File: config.mk
export PLATFORM = sky130hd
export DESIGN_NAME = series_initiator
export DESIGN_NICKNAME = d
export VERILOG_FILES = /design/src/rtl/series_pkg.sv /design/src/rtl/series_initiator_fifo.sv /design/src/rtl/series_initiator.sv
export SDC_FILE = /design/constraint.sdc
export NUM_CORES = 1
export LEC_CHECK = 0
export CORE_MARGIN = 10
export CORE_UTILIZATION = 31
export DETAILED_ROUTE_END_ITERATION = 16
export PLACE_DENSITY_LB_ADDON = 0.2
export SYNTH_ARGS = -nofsm -noshare
export SYNTH_HDL_FRONTEND = slang
export SYNTH_SLANG_ARGS = --single-unit
File: constraint.sdc
create_clock -name clk -period 2.5 [get_ports clk]
set_input_delay 0.25 -clock clk [delete_from_list [all_inputs] [get_ports clk]]
set_output_delay 0.25 -clock clk [all_outputs]
set_load 0.02 [all_outputs]
File: src/rtl/series_pkg.sv
// series_pkg: shared FSM state encoding and default parameters for the series initiator.
package series_pkg;
  typedef enum logic [2:0] {IDLE, LOAD, START, WAIT_ACK, WAIT_DONE, PRESENT} state_t;
  localparam int DW_DEF        = 16;
  localparam int RW_DEF        = 32;
  localparam int DEPTH_DEF     = 4;
  localparam int START_CYC_DEF = 2;
  localparam int TIMEOUT_DEF   = 255;
endpackage

File: src/rtl/series_initiator_fifo.sv
// sync_fifo: power-of-2 deep operand queue; ignores push when full and pop when empty.
module sync_fifo #(
  parameter int DW    = 16,
  parameter int DEPTH = 4
) (
  input  logic          clk,
  input  logic          rst,
  input  logic          push,
  input  logic          pop,
  input  logic [DW-1:0] din,
  output logic [DW-1:0] dout,
  output logic          full,
  output logic          empty
);
  localparam int AW = DEPTH > 1 ? $clog2(DEPTH) : 1;
  logic [DW-1:0] mem [DEPTH];
  logic [AW-1:0] wr_q, wr_d, rd_q, rd_d;
  logic [AW:0]   cnt_q, cnt_d;
  logic          do_push, do_pop;
  assign full  = cnt_q == (AW+1)'(DEPTH);
  assign empty = cnt_q == '0;
  assign dout  = mem[rd_q];
  always_comb begin
    do_push = push && !full;
    do_pop  = pop && !empty;
    wr_d    = do_push ? wr_q + 1'b1 : wr_q;
    rd_d    = do_pop ? rd_q + 1'b1 : rd_q;
    cnt_d   = cnt_q + (AW+1)'(do_push) - (AW+1)'(do_pop);
  end
  always_ff @(posedge clk or posedge rst) begin
    if (rst) begin
      wr_q  <= '0;
      rd_q  <= '0;
      cnt_q <= '0;
    end else begin
      wr_q  <= wr_d;
      rd_q  <= rd_d;
      cnt_q <= cnt_d;
    end
  end
  always_ff @(posedge clk) begin
    if (do_push) mem[wr_q] <= din;
  end
endmodule

File: src/rtl/series_initiator.sv
// series_initiator: queues operands and sequences them one at a time through a
// start/done series compute unit, presenting each result with its operand.
module series_initiator
  import series_pkg::*;
#(
  parameter int DW        = DW_DEF,
  parameter int RW        = RW_DEF,
  parameter int DEPTH     = DEPTH_DEF,
  parameter int START_CYC = START_CYC_DEF,
  parameter int TIMEOUT   = TIMEOUT_DEF
) (
  input  logic          clk,
  input  logic          rst,
  input  logic          in_valid,
  output logic          in_ready,
  input  logic [DW-1:0] in_x,
  output logic          unit_start,
  output logic [DW-1:0] unit_x,
  input  logic          unit_done,
  input  logic [RW-1:0] unit_result,
  output logic          out_valid,
  input  logic          out_ready,
  output logic [DW-1:0] out_x,
  output logic [RW-1:0] out_result,
  output logic          busy,
  output logic          timeout_err
);
  localparam int CW = $clog2((TIMEOUT > START_CYC ? TIMEOUT : START_CYC) + 1);
  state_t        state_q, state_d;
  logic [CW-1:0] cnt_q, cnt_d;
  logic [DW-1:0] unit_x_q, unit_x_d, out_x_q, out_x_d, fifo_dout;
  logic [RW-1:0] out_result_q, out_result_d;
  logic          err_q, err_d, pop, full, empty;
  sync_fifo #(.DW(DW), .DEPTH(DEPTH)) u_fifo (
    .clk(clk), .rst(rst), .push(in_valid), .pop(pop), .din(in_x),
    .dout(fifo_dout), .full(full), .empty(empty)
  );
  assign in_ready    = !full;
  assign unit_start  = state_q == START;
  assign unit_x      = unit_x_q;
  assign out_valid   = state_q == PRESENT;
  assign out_x       = out_x_q;
  assign out_result  = out_result_q;
  assign busy        = state_q != IDLE || !empty;
  assign timeout_err = err_q;
  always_comb begin
    state_d      = state_q;
    cnt_d        = cnt_q + 1'b1;
    unit_x_d     = unit_x_q;
    out_x_d      = out_x_q;
    out_result_d = out_result_q;
    err_d        = err_q;
    pop          = 1'b0;
    case (state_q)
      IDLE: state_d = !empty && unit_done ? LOAD : IDLE;
      LOAD: begin
        pop      = 1'b1;
        unit_x_d = fifo_dout;
        cnt_d    = '0;
        state_d  = START;
      end
      START: if (cnt_q == CW'(START_CYC - 1)) begin
        cnt_d   = '0;
        state_d = WAIT_ACK;
      end
      // done must fall first so the idle-level done is never taken as completion
      WAIT_ACK: if (!unit_done) begin
        cnt_d   = '0;
        state_d = WAIT_DONE;
      end else if (cnt_d == CW'(TIMEOUT)) begin
        err_d   = 1'b1;
        state_d = IDLE;
      end
      WAIT_DONE: if (unit_done) begin
        out_result_d = unit_result;
        out_x_d      = unit_x_q;
        state_d      = PRESENT;
      end else if (cnt_d == CW'(TIMEOUT)) begin
        err_d   = 1'b1;
        state_d = IDLE;
      end
      PRESENT: state_d = out_ready ? IDLE : PRESENT;
      default: state_d = IDLE;
    endcase
  end
  always_ff @(posedge clk or posedge rst) begin
    if (rst) begin
      state_q      <= IDLE;
      cnt_q        <= '0;
      unit_x_q     <= '0;
      out_x_q      <= '0;
      out_result_q <= '0;
      err_q        <= 1'b0;
    end else begin
      state_q      <= state_d;
      cnt_q        <= cnt_d;
      unit_x_q     <= unit_x_d;
      out_x_q      <= out_x_d;
      out_result_q <= out_result_d;
      err_q        <= err_d;
    end
  end
endmodule
==> impl_metrics.tcl, run 1 <==
set metrics [dict create \
    status "finished, final reports clean" \
    synthAdderAreaFrac_pct 2.228 \
    synth-compound-area-share_pct 2.732 \
    maxSlewHeadroom_pct 67.25 \
    grt_pass1_wl_um 20750 \
    cts_buffers 17 \
    p_leak_nw 3.160 \
    intPower_mw 6.542 \
    synth_simple_gate_area_share_pct 5.254 \
    worst_pin_slew_ns 0.4913 \
    power_density_mw_per_mm2 1212 \
    timing.rr.start "u_fifo.cnt_q[1]$_DFF_PP0_" \
    synthesis.area_mm2 0.005953 \
    layout-drive-gt1-share_pct 26.15 \
    start_kind "flip-flop" \
    tritoncts "yes" \
    grt_overflow 0 \
    cts_sinks 147 \
    rsz0062_at_grt "false" \
    synth_edf_count 64 \
    diodes 0 \
    max_freq_mhz 432.1 \
    die_h_um 158.6 \
    grt_start_max_net_pins 40 \
    port_buffers 121 \
    required_ns 2.25 \
    fp-row-count 50 \
    die-area_mm2 0.02515 \
    wl_per_cell_um 17.56 \
    irDropWorstVdd_uv 515.9 \
    cts_resized 0 \
    htreeDepth 4 \
    finalWorstSetupSlack_ns 0.1858 \
    ff2ff_path_depth 8 \
    antenna_found_initial 0 \
    antenna_left 0 \
    synthMuxAreaShare_pct 18.28 \
    yosys_warnings 0 \
    startpoint "state_q[2]$_DFFE_PP0P_" \
    vias 3375 \
    wl_um 13370 \
    hold_viol_final 0 \
    p_switching_mw 3.216 \
    synth_nets 415 \
    cp_max_fo 10 \
    hp-class "in -> async" \
    rr_endpoint "u_fifo.cnt_q[2]$_DFF_PP0_" \
    clk_latency_ns 0.42 \
    core_mm2 0.01883 \
    seqPwrFrac_pct 38.6 \
    yosysSeqAreaShare_pct 67.17 \
    skew_ns 0.007905 \
    cp-end-kind "output port" \
    r2r_setup_slack_ns 0.38 \
    pwr-share-clk_pct 24.8 \
    min_period_ns 2.314 \
    slew_viol_final 0 \
    start_util_pct 31.61 \
    cap_violations 0 \
    clockBufferDepth 2 \
    place_congestion 0.7657 \
    worstSetupPathType "reg -> out" \
    hpwl_um 9139 \
    num-nets-final 551 \
    synth_cell_types 44 \
    crit_arrival_ns 2.06 \
    synth_xor_area_share_pct 1.471 \
    die_x_um 158.6 \
    ys_dominant_reg_cell "dfrtp_1" \
    io_pins 122 \
    fillerInstances 1698 \
    fin_setup_tns_ns 0 \
    async_flop_share_pct 56.46 \
    viasPerCell 4.435 \
    firstDrtPassIters 4 \
    first_global_vias 3682 \
    synth_cells 352 \
    first_iter_violations 248 \
    hold_buffers 0 \
    comb_power_share_pct 36.5 \
    cts_root_buffer "clkbuf_16" \
    final.period_utilization_pct 92.57 \
    finalSetupViolCount 0 \
    synth_top_family_by_area "multiplexers" \
    cts_setup_buffers 0 \
    p_sw_share_pct 32.96 \
    route.detailed.drc 0 \
    synth-seq-cells 147 \
    track_usage_pct 10.98 \
    place_ws_ns 0.3736 \
    syn_avg_cell_area_um2 16.91 \
    clkTransAtPathRegs_ns 0.06 \
    area_delta_synth_final_pct 35.22 \
]
[power by group through the flow]
stage | sequential (mW) | clock (mW) | combinational, mW
final | 3.77 | 2.42 | 3.56
after global routing | 3.88 | 2.61 | 3.85
after CTS | 3.79 | 2.50 | 3.66
after detailed placement | 3.83 | 0 | 3.64
after global placement | 3.79 | 0 | 3.60
after floorplan | 4.25 | 0 | 1.61
[synth_stat cells, types with 2 or more instances]
cell type	instances	area [um2]
nand3b_1	2	15.01
inv_1	11	41.29
nand4_1	3	18.77
xor2_1	3	26.28
nor4_1	2	12.51
nor2_1	13	48.80
nand2b_1	3	18.77
mux4_2	16	360.4
dfrtp_1	83	2077
mux2_2	62	698.2
a21oi_1	3	15.01
o221ai_1	2	17.52
o21ai_0	4	20.02
o22ai_1	2	12.51
edfxtp_1	64	1922
nand3_1	5	25.02
nand2_1	11	41.29
buf_2	7	35.03
buf_6	4	45.04
and3_1	6	37.54
mux2_4	2	30.03
clkbuf_1	2	7.510
buf_4	3	22.52
a31oi_1	3	18.77
xnor2_1	7	61.31
nor2b_1	2	12.51
a21o_1	2	15.01
ha_1	9	112.6
[logic make-up after synthesis]
family                     Yosys count
AOI/OAI and AO/OA                   21
xor gates and xnor gates            10
adders and majority gates           10
buffers and inverters               29
DFF                                147
muxes                               80
and+or+nand+nor                     55
[stage by stage]
stage / util, % / hold slack, ns / instances / power, mW / cell area [um2]
finish: 42.75 / 0.1607 / 761 / 9.758 / 8050
global placement: 39.79 / 0.4523 / 729 / 7.394 / 7493
CTS: 42.75 / 0.1602 / 761 / 9.953 / 8050
detailed placement: 39.79 / 0.4578 / 729 / 7.477 / 7493
floorplan: - / 0.3489 / 352 / 5.864 / 5953
global route: 42.75 / 0.1876 / 761 / 10.34 / 8050
[cells in the final DEF, fill, tap and decap left out, types with 4 or more instances in the layout]
cell type        synthesis  layout
clkdlybuf4s50_1          0     121
dfrtp_1                 83      83
edfxtp_1                64      64
mux2_2                  62      62
clkbuf_16                0      17
mux4_2                  16      16
nor2_1                  13      13
buf_4                    3      12
nand2_1                 11      11
inv_1                   11      10
ha_1                     9       9
xnor2_1                  7       7
nand3_1                  5       5
and3_1                   6       5
inv_6                    0       5
o21ai_0                  4       4
[critical path: stages, from the launching register on]
cell	delay, ns
dfrtp_1	0.40
buf_4	0.18
nor4_1	0.40
nand2_1	0.11
clkdlybuf4s50_1	0.55
[sequential cells by signal, summed over array words and instances, names as in the netlist]
| register | count |
|---|---|
| u_fifo.mem | 64 |
| cnt_q | 8 |
| timeout_err | 1 |
| u_fifo.cnt_q | 3 |
| unit_x | 16 |
| out_x | 16 |
| u_fifo.wr_q | 2 |
| out_result | 32 |
| u_fifo.rd_q | 2 |
| state_q | 3 |
[layer usage]
metal  vias to the layer above  GRT usage (%)  wire length, um
met5                         -              0                0
met4                         0          3.573              144
met3                        12          4.155              842
met2                        88          19.08             6845
met1                      1696          12.13             5533
li1                       1579              -                -
[worst max-delay path by stage]
stage,cells after the start,to
finish,4,busy
global route,4,busy
CTS,4,busy
detailed placement,8,u_fifo.cnt_q[2]$_DFF_PP0_
global placement,8,u_fifo.cnt_q[2]$_DFF_PP0_
floorplan,1,cnt_q[0]$_DFF_PP0_
[cell type report]
cell class / instances / area [um2] / area share (%)
well taps: 260 / 325.3 / 4.041
clock inverters: 13 / 123.9 / 1.539
repair buffers: 135 / 1341 / 16.66
inverters: 11 / 42.54 / 0.5284
clock buffers: 19 / 432.9 / 5.378
flip-flops and latches: 147 / 3999 / 49.67
multi-input cells: 176 / 1785 / 22.18
Note: power is estimated with default switching activity, not from simulation.
==> run 2, diff against run 1 <==
Settings changed: CORE_MARGIN 10 to unset, SKIP_CTS_REPAIR_TIMING set to 1.
==> run 2 against run 1 <==
Count of clock-buffer cells in the layout down 2. Final cell count down 3.5%. Sequential cell count unchanged. Critical path depth unchanged. First-iteration DRC count down 16%. Cell area about the same. Combinational power down 1%. Register-to-register slack about the same. Total power up 0.43%. Clock power up 4%. Sequential share of layout area about the same. Fmax up 0.91%.
==> impl_metrics.tcl, run 2 (synthesized netlist as in run 1, its figures left out) <==
set metrics [dict create \
    tritoncts "yes" \
    grt_overflow 0 \
    die_x_um 140.6 \
    hp-class "in -> async" \
    antenna_left 0 \
    hold_viol_final 0 \
    wl_um 11830 \
    port_buffers 121 \
    final_core_util_pct 42.85 \
    core_mm2 0.01877 \
    viasPerCell 4.650 \
    area_delta_synth_final_pct 35.10 \
    grt_pass1_wl_um 19440 \
    firstDrtPassIters 4 \
    final.period_utilization_pct 91.74 \
    first_iter_violations 208 \
    first_global_vias 3627 \
    rsz0062_at_grt "false" \
    grt_start_max_net_pins 50 \
    mostFrequentLayoutCells "121 x clkdlybuf4s50_1, 83 x dfrtp_1, 64 x edfxtp_1" \
    required_ns 2.25 \
    layout_commonest_cell "clkdlybuf4s50_1" \
    maxSlewHeadroom_pct 63.16 \
    cts_sinks 147 \
    skew_ns 0.01436 \
    p_leak_nw 3.173 \
    irDropWorstVdd_uv 558.4 \
    power_density_mw_per_mm2 1218 \
    route.detailed.drc 0 \
    hpwl_um 7780 \
    wl_per_cell_um 16.11 \
    fillerInstances 1677 \
    p_total_mw 9.800 \
    fin_setup_tns_ns 0 \
    cp-end-kind "output port" \
    start_util_pct 31.72 \
    clkTransAtPathRegs_ns 0.07 \
    crit_arrival_ns 2.04 \
    die-area_mm2 0.01976 \
    fp-row-count 50 \
    largest_register_ffs 64 \
    diodes 0 \
    finalSetupViolCount 0 \
    clockBufferDepth 2 \
    vias 3413 \
    io_pins 122 \
    htreeDepth 4 \
    worstSetupPathType "reg -> out" \
    cap_violations 0 \
    place_congestion 0.7516 \
    num-nets-final 550 \
    layout-drive-gt1-share_pct 26.80 \
    cts_root_buffer "clkbuf_16" \
    worst_pin_slew_ns 0.5519 \
    slew_viol_final 0 \
    antenna_found_initial 0 \
    max_freq_mhz 436.0 \
    cts_buffers 17 \
    status "finished, final reports clean" \
    die_h_um 140.6 \
    cp_max_fo 10 \
    max_flop_register "u_fifo.mem" \
    start_kind "flip-flop" \
    clk_latency_ns 0.42 \
    min_period_ns 2.293 \
    track_usage_pct 13.12 \
]
-- run 2: worst max-delay path: stages, from the launching register on --
cell and delay, ns:
dfrtp_1 0.40, buf_4 0.18, nor4_1 0.40, nand2_1 0.10
clkdlybuf4s50_1 0.55
-- run 2: per-layer routing --
layer	share of wire [%]	GRT usage, %	routed length [um]	vias to the layer above
li1	-	-	-	1581
met1	44	16.32	5236	1722
met2	49	21.61	5849	91
met3	4.7	3.770	557	19
met4	1.6	5.206	184	0
met5	0	0	0	-
-- run 2: cell type report --
class	instances	area (um2)	share of cell area, %
multi-input cells	176	1785	22.20
clock inverters	15	163.9	2.038
well taps	234	292.8	3.640
clock buffers	17	425.4	5.289
inverters	11	42.54	0.5289
flip-flops and latches	147	3999	49.72
repair buffers	134	1334	16.58
-- run 2: final timing paths --
check                                     startpoint                    endpoint  slack, ns  cells past startpoint
min in group clk                     unit_result[12]  out_result[12]$_DFFE_PP0P_       0.44                      2
setup reg to reg           u_fifo.cnt_q[1]$_DFF_PP0_   u_fifo.cnt_q[2]$_DFF_PP0_       0.37                      8
max in group asynchronous                        rst   out_result[1]$_DFFE_PP0P_       1.62                      3
setup / recovery              state_q[2]$_DFFE_PP0P_                        busy       0.21                      4
hold reg to reg              timeout_err$_DFFE_PP0P_     timeout_err$_DFFE_PP0P_       0.46                      1
hold / removal                                   rst  out_result[25]$_DFFE_PP0P_       0.18                      2
-- run 2: power by group --
group | internal [mW] | switching [mW] | leakage (nW)
logic | 1.83 | 1.68 | 1.24
clock network | 1.42 | 1.10 | 0.280
registers | 3.32 | 0.449 | 1.65
-- run 2: stage by stage --
stage               hold slack (ns)  area, um2  setup slack (ns)  std cells
floorplan                    0.3489       5953            0.1132        352
global placement             0.4495       7453            0.4323        702
detailed placement           0.4469       7453            0.3742        702
CTS                          0.1982       8043            0.1459        734
global route                 0.2279       8043           0.05608        734
finish                       0.1812       8043            0.2066        734
==> run 3, diff against run 2 <==
Settings changed: SKIP_CTS_REPAIR_TIMING 1 to unset.
==> results of run 3 <==
Same layout as run 2: the final DEF is identical, and so are final timing and power.
